**src/rtl/ga_mutation_sched.sv**
```systemverilog
// Pops queued child chromosomes, optionally flips LFSR-chosen bits one per cycle,
// and presents the result downstream while counting accepted mutated children.
module ga_mutation_sched #(
    parameter int CHROM_W   = 16,
    parameter int IDX_W     = 4,
    parameter int MAX_FLIPS = 4
) (
    input  logic               clk,
    input  logic               rstn,
    input  logic               sw_rst,
    input  logic [2:0]         cfg_num_flips,
    input  logic [15:0]        cfg_seed,
    input  logic               cfg_seed_load,
    input  logic               queue_empty,
    input  logic [CHROM_W-1:0] queue_chrom,
    input  logic               queue_chrom_sel,
    output logic               queue_pop,
    output logic               out_valid,
    output logic [CHROM_W-1:0] out_chrom,
    input  logic               out_ack,
    output logic               busy,
    output logic [15:0]        mut_cnt,
    output logic [1:0]         fsm_state
);
    // Handshake: out_chrom is offered while out_valid is high and held stable;
    // a transfer happens on a cycle with out_valid & out_ack both high.
    typedef enum logic [1:0] {
        IDLE = 2'd0,
        FLIP = 2'd1,
        SEND = 2'd2
    } state_t;

    localparam logic [15:0] LFSR_INIT = 16'hACE1;
    localparam logic [15:0] LFSR_TAPS = 16'hB400;
    localparam logic [2:0]  MAX_F     = 3'(MAX_FLIPS);

    state_t             state;
    logic [CHROM_W-1:0] work_r;
    logic [2:0]         nflips_r;
    logic [2:0]         flip_cnt_r;
    logic               mut_r;
    logic [15:0]        lfsr_r;

    logic [2:0]         nflips_clamped;
    logic [CHROM_W-1:0] flip_mask;
    logic [15:0]        lfsr_adv;
    logic [15:0]        seed_val;
    logic [15:0]        mut_cnt_nxt;

    always_comb begin
        nflips_clamped = cfg_num_flips;
        if (cfg_num_flips == 3'd0) begin
            nflips_clamped = 3'd1;
        end else if (cfg_num_flips > MAX_F) begin
            nflips_clamped = MAX_F;
        end
    end

    assign flip_mask = {{(CHROM_W-1){1'b0}}, 1'b1} << lfsr_r[IDX_W-1:0];
    assign lfsr_adv  = {1'b0, lfsr_r[15:1]} ^ (lfsr_r[0] ? LFSR_TAPS : 16'h0000);
    // A zero seed would lock the LFSR, so it falls back to the reset value.
    assign seed_val  = (cfg_seed == 16'h0000) ? LFSR_INIT : cfg_seed;

    assign queue_pop = (state == IDLE) && !queue_empty && !sw_rst;
    assign out_valid = (state == SEND);
    assign out_chrom = work_r;
    assign busy      = (state != IDLE);
    assign fsm_state = state;

    always_ff @(posedge clk or negedge rstn) begin
        if (!rstn) begin
            state      <= IDLE;
            work_r     <= '0;
            nflips_r   <= 3'd1;
            flip_cnt_r <= 3'd0;
            mut_r      <= 1'b0;
            lfsr_r     <= LFSR_INIT;
        end else if (sw_rst) begin
            state      <= IDLE;
            work_r     <= '0;
            nflips_r   <= 3'd1;
            flip_cnt_r <= 3'd0;
            mut_r      <= 1'b0;
            lfsr_r     <= LFSR_INIT;
        end else begin
            if (cfg_seed_load) begin
                lfsr_r <= seed_val;
            end else if (state == FLIP) begin
                lfsr_r <= lfsr_adv;
            end
            case (state)
                IDLE: begin
                    if (!queue_empty) begin
                        work_r     <= queue_chrom;
                        nflips_r   <= nflips_clamped;
                        flip_cnt_r <= 3'd0;
                        mut_r      <= queue_chrom_sel;
                        state      <= queue_chrom_sel ? FLIP : SEND;
                    end
                end
                FLIP: begin
                    work_r <= work_r ^ flip_mask;
                    if (flip_cnt_r == nflips_r - 3'd1) begin
                        state <= SEND;
                    end else begin
                        flip_cnt_r <= flip_cnt_r + 3'd1;
                    end
                end
                SEND: begin
                    if (out_ack) begin
                        state <= IDLE;
                    end
                end
                default: state <= IDLE;
            endcase
        end
    end

    always_comb begin
        mut_cnt_nxt = mut_cnt;
        if ((state == SEND) && out_ack && mut_r && (mut_cnt != 16'hFFFF)) begin
            mut_cnt_nxt = mut_cnt + 16'd1;
        end
    end

    always_ff @(posedge clk or negedge rstn) begin
        if (!rstn) begin
            mut_cnt <= 16'h0000;
        end else if (sw_rst) begin
            mut_cnt <= 16'h0000;
        end else begin
            mut_cnt <= mut_cnt_nxt;
        end
    end
endmodule
```
**config.mk**
```make
export PLATFORM = sky130hd
export DESIGN_NAME = ga_mutation_sched
export DESIGN_NICKNAME = d
export VERILOG_FILES = /design/src/rtl/ga_mutation_sched.sv
export SDC_FILE = /design/constraint.sdc
export NUM_CORES = 1
export LEC_CHECK = 0
export CAP_MARGIN = 20
export CORE_ASPECT_RATIO = 0.9
export CORE_MARGIN = 2
export CORE_UTILIZATION = 30
export CTS_CLUSTER_DIAMETER = 120
export CTS_CLUSTER_SIZE = 10
export DETAILED_ROUTE_END_ITERATION = 10
export PLACE_DENSITY = 0.64
export SLEW_MARGIN = 10
export SYNTH_ARGS = -nofsm -noshare
export SYNTH_HDL_FRONTEND = slang
export SYNTH_SLANG_ARGS = --single-unit
```
**constraint.sdc**
```tcl
create_clock -name clk -period 2 [get_ports clk]
set_input_delay 0.2 -clock clk [delete_from_list [all_inputs] [get_ports clk]]
set_output_delay 0.2 -clock clk [all_outputs]
set_load 0.03 [all_outputs]
```
# ---- Word level (Yosys, flattened, before mapping)
# Cells that the tools add are included.
dict set report word_totals {
  ff_bits 57
  latch_bits 0
  ram_bits 0
  rom_bits 0
  inputBits 42
  output_inout_bits 37
  elab_cells 70
  n_memories 0
}
dict set report op_classes {
  n_addsub 3
  multipliers 0
  n_div 0
  n_lt_le_gt_ge 1
  n_eq_ne 9
  shift 1
  mux 28
  n_bitwise 2
  reduce_logical 19
}
# op count
set op_table {}
lappend op_table {{16-bit two-way mux} 9}
lappend op_table {{16-bit one-hot mux with 2 select lines} 1}
lappend op_table {{3-bit two-way mux} 8}
lappend op_table {{16-bit by 1-bit adder with 16-bit output (second input constant)} 1}
lappend op_table {{16-bit zero test} 1}
lappend op_table {{16-bit inequality test (second input constant)} 1}
lappend op_table {{1-bit by 4-bit << shifter with 16-bit output (first input constant)} 1}
lappend op_table {{15-bit by 16-bit bitwise XOR with 16-bit output} 1}
lappend op_table {{16-bit bitwise XOR} 1}
lappend op_table {{2-bit two-way mux} 5}
lappend op_table {{3-bit by 2-bit inequality test with 1-bit output (second input constant)} 2}
lappend op_table {{3-bit inequality test (second input constant)} 2}
lappend op_table {{2-bit one-hot mux with 3 select lines} 1}
lappend op_table {{3-bit one-hot mux with 2 select lines} 1}
lappend op_table {{3-bit AND reduction} 2}
lappend op_table {{2-bit nonzero test} 3}
lappend op_table {{3-bit nonzero test} 2}
lappend op_table {{1-bit logical AND} 5}
lappend op_table {{2-bit AND reduction} 2}
lappend op_table {{3-bit by 1-bit adder with 3-bit output (second input constant)} 1}
lappend op_table {{3-bit == test} 1}
lappend op_table {{3-bit greater-than comparator (second input constant)} 1}
lappend op_table {{3-bit zero test} 1}
lappend op_table {{1-bit two-way mux} 3}
lappend op_table {{other kinds (6)} 7}

# ---- Depth between registers and ports, before layout
# Gate-level depths: netlist of the first run.
dict set report logic_depth {
  ltp_word 6
  ltp_mapped 7
  mapped_depth_nobuf 6
}

# ---- Least setup slack after synthesis of the first run
# OpenSTA, ideal clock, no wires.
dict set report synth_timing {
  path_kind {register to register}
  from {reg mut_cnt[0]}
  to {reg mut_cnt[10]}
  arrival_time_ps 2009
  required_time_ps 1922
  setup_slack_ps -87
  stages_incl_launch_ff 7
  period_less_slack_ps 2087
  cell_sequence {dfrtp_1 > ha_1 > nand4_1 > or3_1 > clkbuf_1 > or4_1 > a21oi_1}
}
dict set report synth_via {
  elab_chain_cells 3
}
# item line
set synth_lines {}
lappend synth_lines {{from (decl)} 22} ;# output logic [15:0] mut_cnt,
lappend synth_lines {{from (signal assigned)} 132} ;# mut_cnt <= mut_cnt_nxt;
lappend synth_lines {{16-bit by 1-bit adder with 16-bit output / 16-bit inequality test (equally long branches)} {122, 121}}
lappend synth_lines {{16-bit two-way mux / 1-bit logical AND (equally long branches)} 121} ;# if ((state == SEND) && out_ack && mut_r && (mut_cnt != 16'hFFFF)) begin
lappend synth_lines {{16-bit two-way mux / 2-bit nonzero test (equally long branches)} -}
# Parallel ways exist; a longest one is shown, timed or not. The select of a mux whose other input is x is not followed.
# A chain may end at the register's enable or synchronous reset.

# ---- Worst setup path in the final report of the first run
dict set report layout_timing {
  from {reg state[0], in the netlist fsm_state[0]}
  to {out out_valid}
}
dict set report layout_via {
  elab_chain_cells 1
}
# item line
set layout_lines {}
lappend layout_lines {{from (decl)} 37} ;# state_t state;
lappend layout_lines {{from (signal assigned)} 98} ;# state <= queue_chrom_sel ? FLIP : SEND;
lappend layout_lines {{2-bit == test} 65} ;# assign out_valid = (state == SEND);
lappend layout_lines {{to (decl)} 18} ;# output logic out_valid,
# No other way between the ends.

==> metrics.cfg, run 1 <==
[cts]
clk_pin_slew_ps=50
cts_made_buffers=9
tritoncts=done
cts.sinks=57
cts_root_buffer=clkbuf_16
cts_max_level=3
clkLatencyLatePin_ps=320
cts_buffer_depth=2
cts_post_setup_buffers_inserted=0

[floorplanning]
core_area_um2=10700
rows=36
die_h_um=103
io_pins=79
dieArea_um2=11700
die_w_um=114
start_util_pct=30.4

[worst_setup_path]
cp_max_fo=11
cp-end-kind=primary output
required_ps=1800
arrival_ps=1710
cp_num_buf_inv=2
start_kind=register
cpMaxStageDelayCell=clkdlybuf4s50_1
slowest_delay_ps=670
crit_type=register to primary output
crit_family=buffers and inverters
crit_chain=buf_4 > nor2b_1 > clkdlybuf4s50_1

[timing]
worst_pin_slew_ps=488
report.final.slew_viol_count=0
fin_setup_tns_ps=0
setup_violations=0
fmax_ghz=0.525
clock_skew_ps=9.42
finalHoldViolCount=0
holdWs_ps=410
period_needed_ps=1910
rsz0062_at_grt=no
slew_headroom_pct=67.5
final.period_utilization_pct=95.3

[layout]
drive_gt1_share_pct=14.5
utilization_pct=42.7
multi_input_area_um2=1710
final_area_um2=4580
final_common_cell=clkdlybuf4s50_1
instances_no_fill=594
area_growth_pct=40.4
layout_common_cells=clkdlybuf4s50_1, dfrtp_1, nand2_1, o21ai_0, a21oi_1
seq_area_um2=1450
n_antenna_cell=0
fillers=1069
nets=501

[detailed_routing]
ant_nets=0
drt_iter0_drc=172
drc=0
firstDrtPassIters=4
wire_per_inst_um=15.7
vias=3198
routed_via_density=5.38
drt_wl_total_um=9340

[power_and_ir_drop]
powerDensity_nw_per_um2=718
ir_drop_uv=367
p_leak_nw=1.83

[logic_synthesis]
yosysSeqAreaShare_pct=44.1
synth_nets=417
ys_types=48
synth_seq_cells=57
avgSynthCellArea_um2=8.77
synth-edff-count=0
yosysWarnings=0
yosys_most_used_dff=dfrtp_1
async_flop_share_pct=100
netlist_instances=372
syn_area_um2=3260

[global_routing]
antenna_found_initial=0
grt_overflow_total=0
grt_pass1_wl_um=15400
grt_pass1_vias=3090
grt_max_degree=58
grtUsageTotal_pct=16.4

[placed_design]
place.gp.congestion=0.878
port_buffers=78
dp_cells=577
place_hpwl_um=6550
post_dp_cell_area_um2=4300

[worst_hold_path]
hold_class=input pin to async pin

[run]
cap_violations=0

[outcome]
status=complete, no violations

cell families (layout without fill, tap and decap cells):
kind of cell	Yosys count	count (layout)	synth area share [%]
AOI/OAI and AO/OA	136	136	25.4
and+or+nand+nor	130	130	21.2
DFF	57	57	44.1
buffers and inverters	34	123	4.03
xor gates and xnor gates	6	6	2.03
muxes	6	6	2.07
adders and majority gates	3	3	1.15
Yosys cell counts, drive strengths merged, types with 2 or more instances:
library cell | count | share of area [%]
o41ai | 4 | 1.3
nand2 | 41 | 4.7
nand3 | 7 | 1.1
o31ai | 8 | 1.8
o21ai | 41 | 6.3
nor2 | 21 | 2.4
xnor2 | 3 | 0.81
a31oi | 6 | 1.2
inv | 6 | 0.69
or4 | 13 | 3.0
nor4 | 4 | 0.77
a22oi | 12 | 2.8
dfrtp | 48 | 37
nand4 | 6 | 1.2
nor2b | 8 | 1.5
clkbuf | 20 | 2.3
mux2 | 6 | 2.1
a21o | 8 | 1.8
xor2 | 2 | 0.54
or2 | 2 | 0.38
nor3 | 6 | 0.92
or3 | 8 | 1.5
nor3b | 3 | 0.69
ha | 3 | 1.2
buf | 8 | 1.0
a211oi | 2 | 0.46
o21a | 2 | 0.46
o311ai | 3 | 0.81
and2 | 2 | 0.38
o22ai | 7 | 1.3
nand2b | 3 | 0.58
a21oi | 38 | 5.8
dfstp | 9 | 7.2
per-stage QoR:
step | setup WS, ps | power (W)
after floorplan | 7.53 | 0.00164
after global placement | 2.33 | 0.00193
after detailed placement | -71.3 | 0.00194
after CTS | 36.3 | 0.00332
after global routing | 10.6 | 0.00344
final | 93.8 | 0.00329
cell type report:
type,count,area share [%]
Multi-Input combinational cell,281,37.3
Clock inverter,4,0.437
Clock buffer,12,5.38
Tap cell,133,3.63
Sequential cell,57,31.5
Timing Repair Buffer,101,21.2
Inverter,6,0.492
repair_timing:
item                                    in CTS  in global routing
endpoints found under the hold margin       48                  0
resized for setup                            1                  2
hold buffers                                 1                  0
cloned                                       0                  0
endpoints found under the setup margin       1                  4
path summary, 6_finish.rpt:
check / start / to / slack [ps] / cells past startpoint
setup reg to reg: mut_cnt[0] / mut_cnt[12] / 140 / 5
max in group asynchronous: rstn / nflips_r[0] / 1270 / 3
hold / removal: rstn / out_chrom[11] / 410 / 3
min in group clk: cfg_seed[9] / lfsr_r[9] / 470 / 3
setup / recovery: fsm_state[0] / out_valid / 90 / 3
hold reg to reg: flip_cnt_r[2] / flip_cnt_r[2] / 510 / 1
power breakdown:
group / internal (W) / switching, W / total (W)
clock network: 0.000861 / 0.000505 / 0.00137
logic: 0.000288 / 0.000337 / 0.000625
registers: 0.00123 / 0.0000703 / 0.00130
total: 0.00238 / 0.000912 / 0.00329
registers in the layout (all words and copies together), names as in the netlist:
name,cells
lfsr_r,16
mut_cnt,16
out_chrom,16
flip_cnt_r,3
nflips_r,3
fsm_state,2
mut_r,1
worst reg2reg max path: stages, from the launching register on:
cell     delay, ps
dfrtp_2        360
ha_1           180
nand4_1        210
or3_4          480
or4_1          410
a21oi_1        150
layer usage:
layer	part of all wire (%)	global-route usage (%)	wire length, µm	up-vias
met5	0	0	0	-
met4	1.6	5.72	148	0
met3	6.6	3.88	614	17
met2	45	25.6	4180	123
met1	47	22.4	4400	1508
li1	-	-	-	1550
Note: power is estimated with default switching activity, not from simulation.
==> run 2: changes to the inputs <==
MAX_ROUTING_LAYER = met4   (was not set)
==> metrics.cfg, run 2 (synthesis gave the netlist of run 1 again) <==
[layout]
layout_common_cells=clkdlybuf4s50_1, dfrtp_1, nand2_1, o21ai_0, a21oi_1
final_common_cell=clkdlybuf4s50_1
nets=501
area_growth_pct=40.4
drive_gt1_share_pct=14.5
n_antenna_cell=0

[timing]
setup_violations=0
slew_headroom_pct=66.6
holdWs_ps=403
worst_pin_slew_ps=501
clock_skew_ps=9.83
finalHoldViolCount=0
setup_ws_ps=96.7
fmax_ghz=0.525
report.final.slew_viol_count=0
rsz0062_at_grt=no
period_needed_ps=1900
final.period_utilization_pct=95.2

[power_and_ir_drop]
ir_drop_uv=365
power_w=0.00329
p_leak_nw=1.83
powerDensity_nw_per_um2=718

[placed_design]
place_hpwl_um=6550
pre_cts_ws_ps=-71.3
port_buffers=78
place.gp.congestion=0.893

[global_routing]
grt.met1_usage_pct=22.5
top_usage_layer=met2
grtUsageTotal_pct=16.9
grt_pass1_vias=3085
grt_overflow_total=0
met3_usage_pct=4.35
grt_pass1_wl_um=15400
met2_usage_pct=25.6
grt_max_degree=58
antenna_found_initial=0

[cts]
cts_buffer_depth=2
clk_pin_slew_ps=50
tritoncts=done
cts_max_level=3
cts_made_buffers=9
cts.sinks=57
clkLatencyLatePin_ps=320
cts_root_buffer=clkbuf_16

[floorplanning]
die_h_um=103
start_util_pct=30.4
dieArea_um2=11700
io_pins=79
rows=36
core_area_um2=10700
die_w_um=114

[detailed_routing]
vias=3187
drc=0
routed_via_density=5.37
firstDrtPassIters=4
drt_iter0_drc=172
drt_wl_total_um=9310
ant_nets=0
wire_per_inst_um=15.7

[worst_setup_path]
start_kind=register
cp_max_fo=11
cp-end-kind=primary output
crit_type=register to primary output
required_ps=1800
arrival_ps=1700

[worst_hold_path]
hold_class=input pin to async pin

[run]
cap_violations=0

[outcome]
status=complete, no violations

==> run 2: cell counts in the layout (fill, tap and decap cells not counted) <==
Identical to the previous run, type by type.
==> run 2: critical path, stage by stage, from the launching register on <==
cell,delay (ps)
dfrtp_2,430
buf_4,180
nor2b_1,100
clkdlybuf4s50_1,670
==> run 2: stage by stage <==
stage	setup TNS, ps	util [%]	std cells	instance area, µm²
global route	0	42.7	594	4580
finish	0	42.7	594	4580
CTS	0	42.6	594	4570
floorplan	0	-	372	3280
global placement	0	40.1	577	4300
detailed placement	-151	40.1	577	4300
==> run 2: final cells by class <==
| class | instances | area (µm²) |
|---|---|---|
| fill | 1069 | 6140 |
| clock inverter | 4 | 20.0 |
| tap | 133 | 166 |
| timing repair buffer | 101 | 972 |
| multi-input combinational | 281 | 1710 |
| inverter | 6 | 22.5 |
| sequential | 57 | 1450 |
| clock buffer | 12 | 246 |
==> run 2: power by group <==
part           internal [W]  total, W  switching, W
Sequential          0.00123   0.00130     0.0000702
Clock              0.000861   0.00136      0.000501
Combinational      0.000287  0.000625      0.000338
Total               0.00238   0.00329      0.000909
==> run 2: what timing repair did <==
action                                 in CTS  in global routing
endpoints found under the hold margin      48                  0
resized for setup                           1                  2
hold buffers                                1                  0
buffers inserted                            0                  0
setup endpoints to repair                   1                  4
==> run 2: final timing paths <==
kind                          startpoint             to  slack, ps  cells after the start
setup / recovery            fsm_state[0]      out_valid        100                      3
max in group asynchronous           rstn    nflips_r[0]       1270                      3
setup reg to reg             nflips_r[0]   fsm_state[1]        150                      6
min in group clk             cfg_seed[9]      lfsr_r[9]        470                      3
hold / removal                      rstn  out_chrom[11]        400                      3
hold reg to reg            flip_cnt_r[2]  flip_cnt_r[2]        510                      1
==> run 2: metal layers <==
metal | part of all wire [%] | vias up
met4 | 1.3 | 0
met5 | 0 | -
met2 | 45 | 102
met1 | 48 | 1519
met3 | 6.0 | 14
li1 | - | 1552
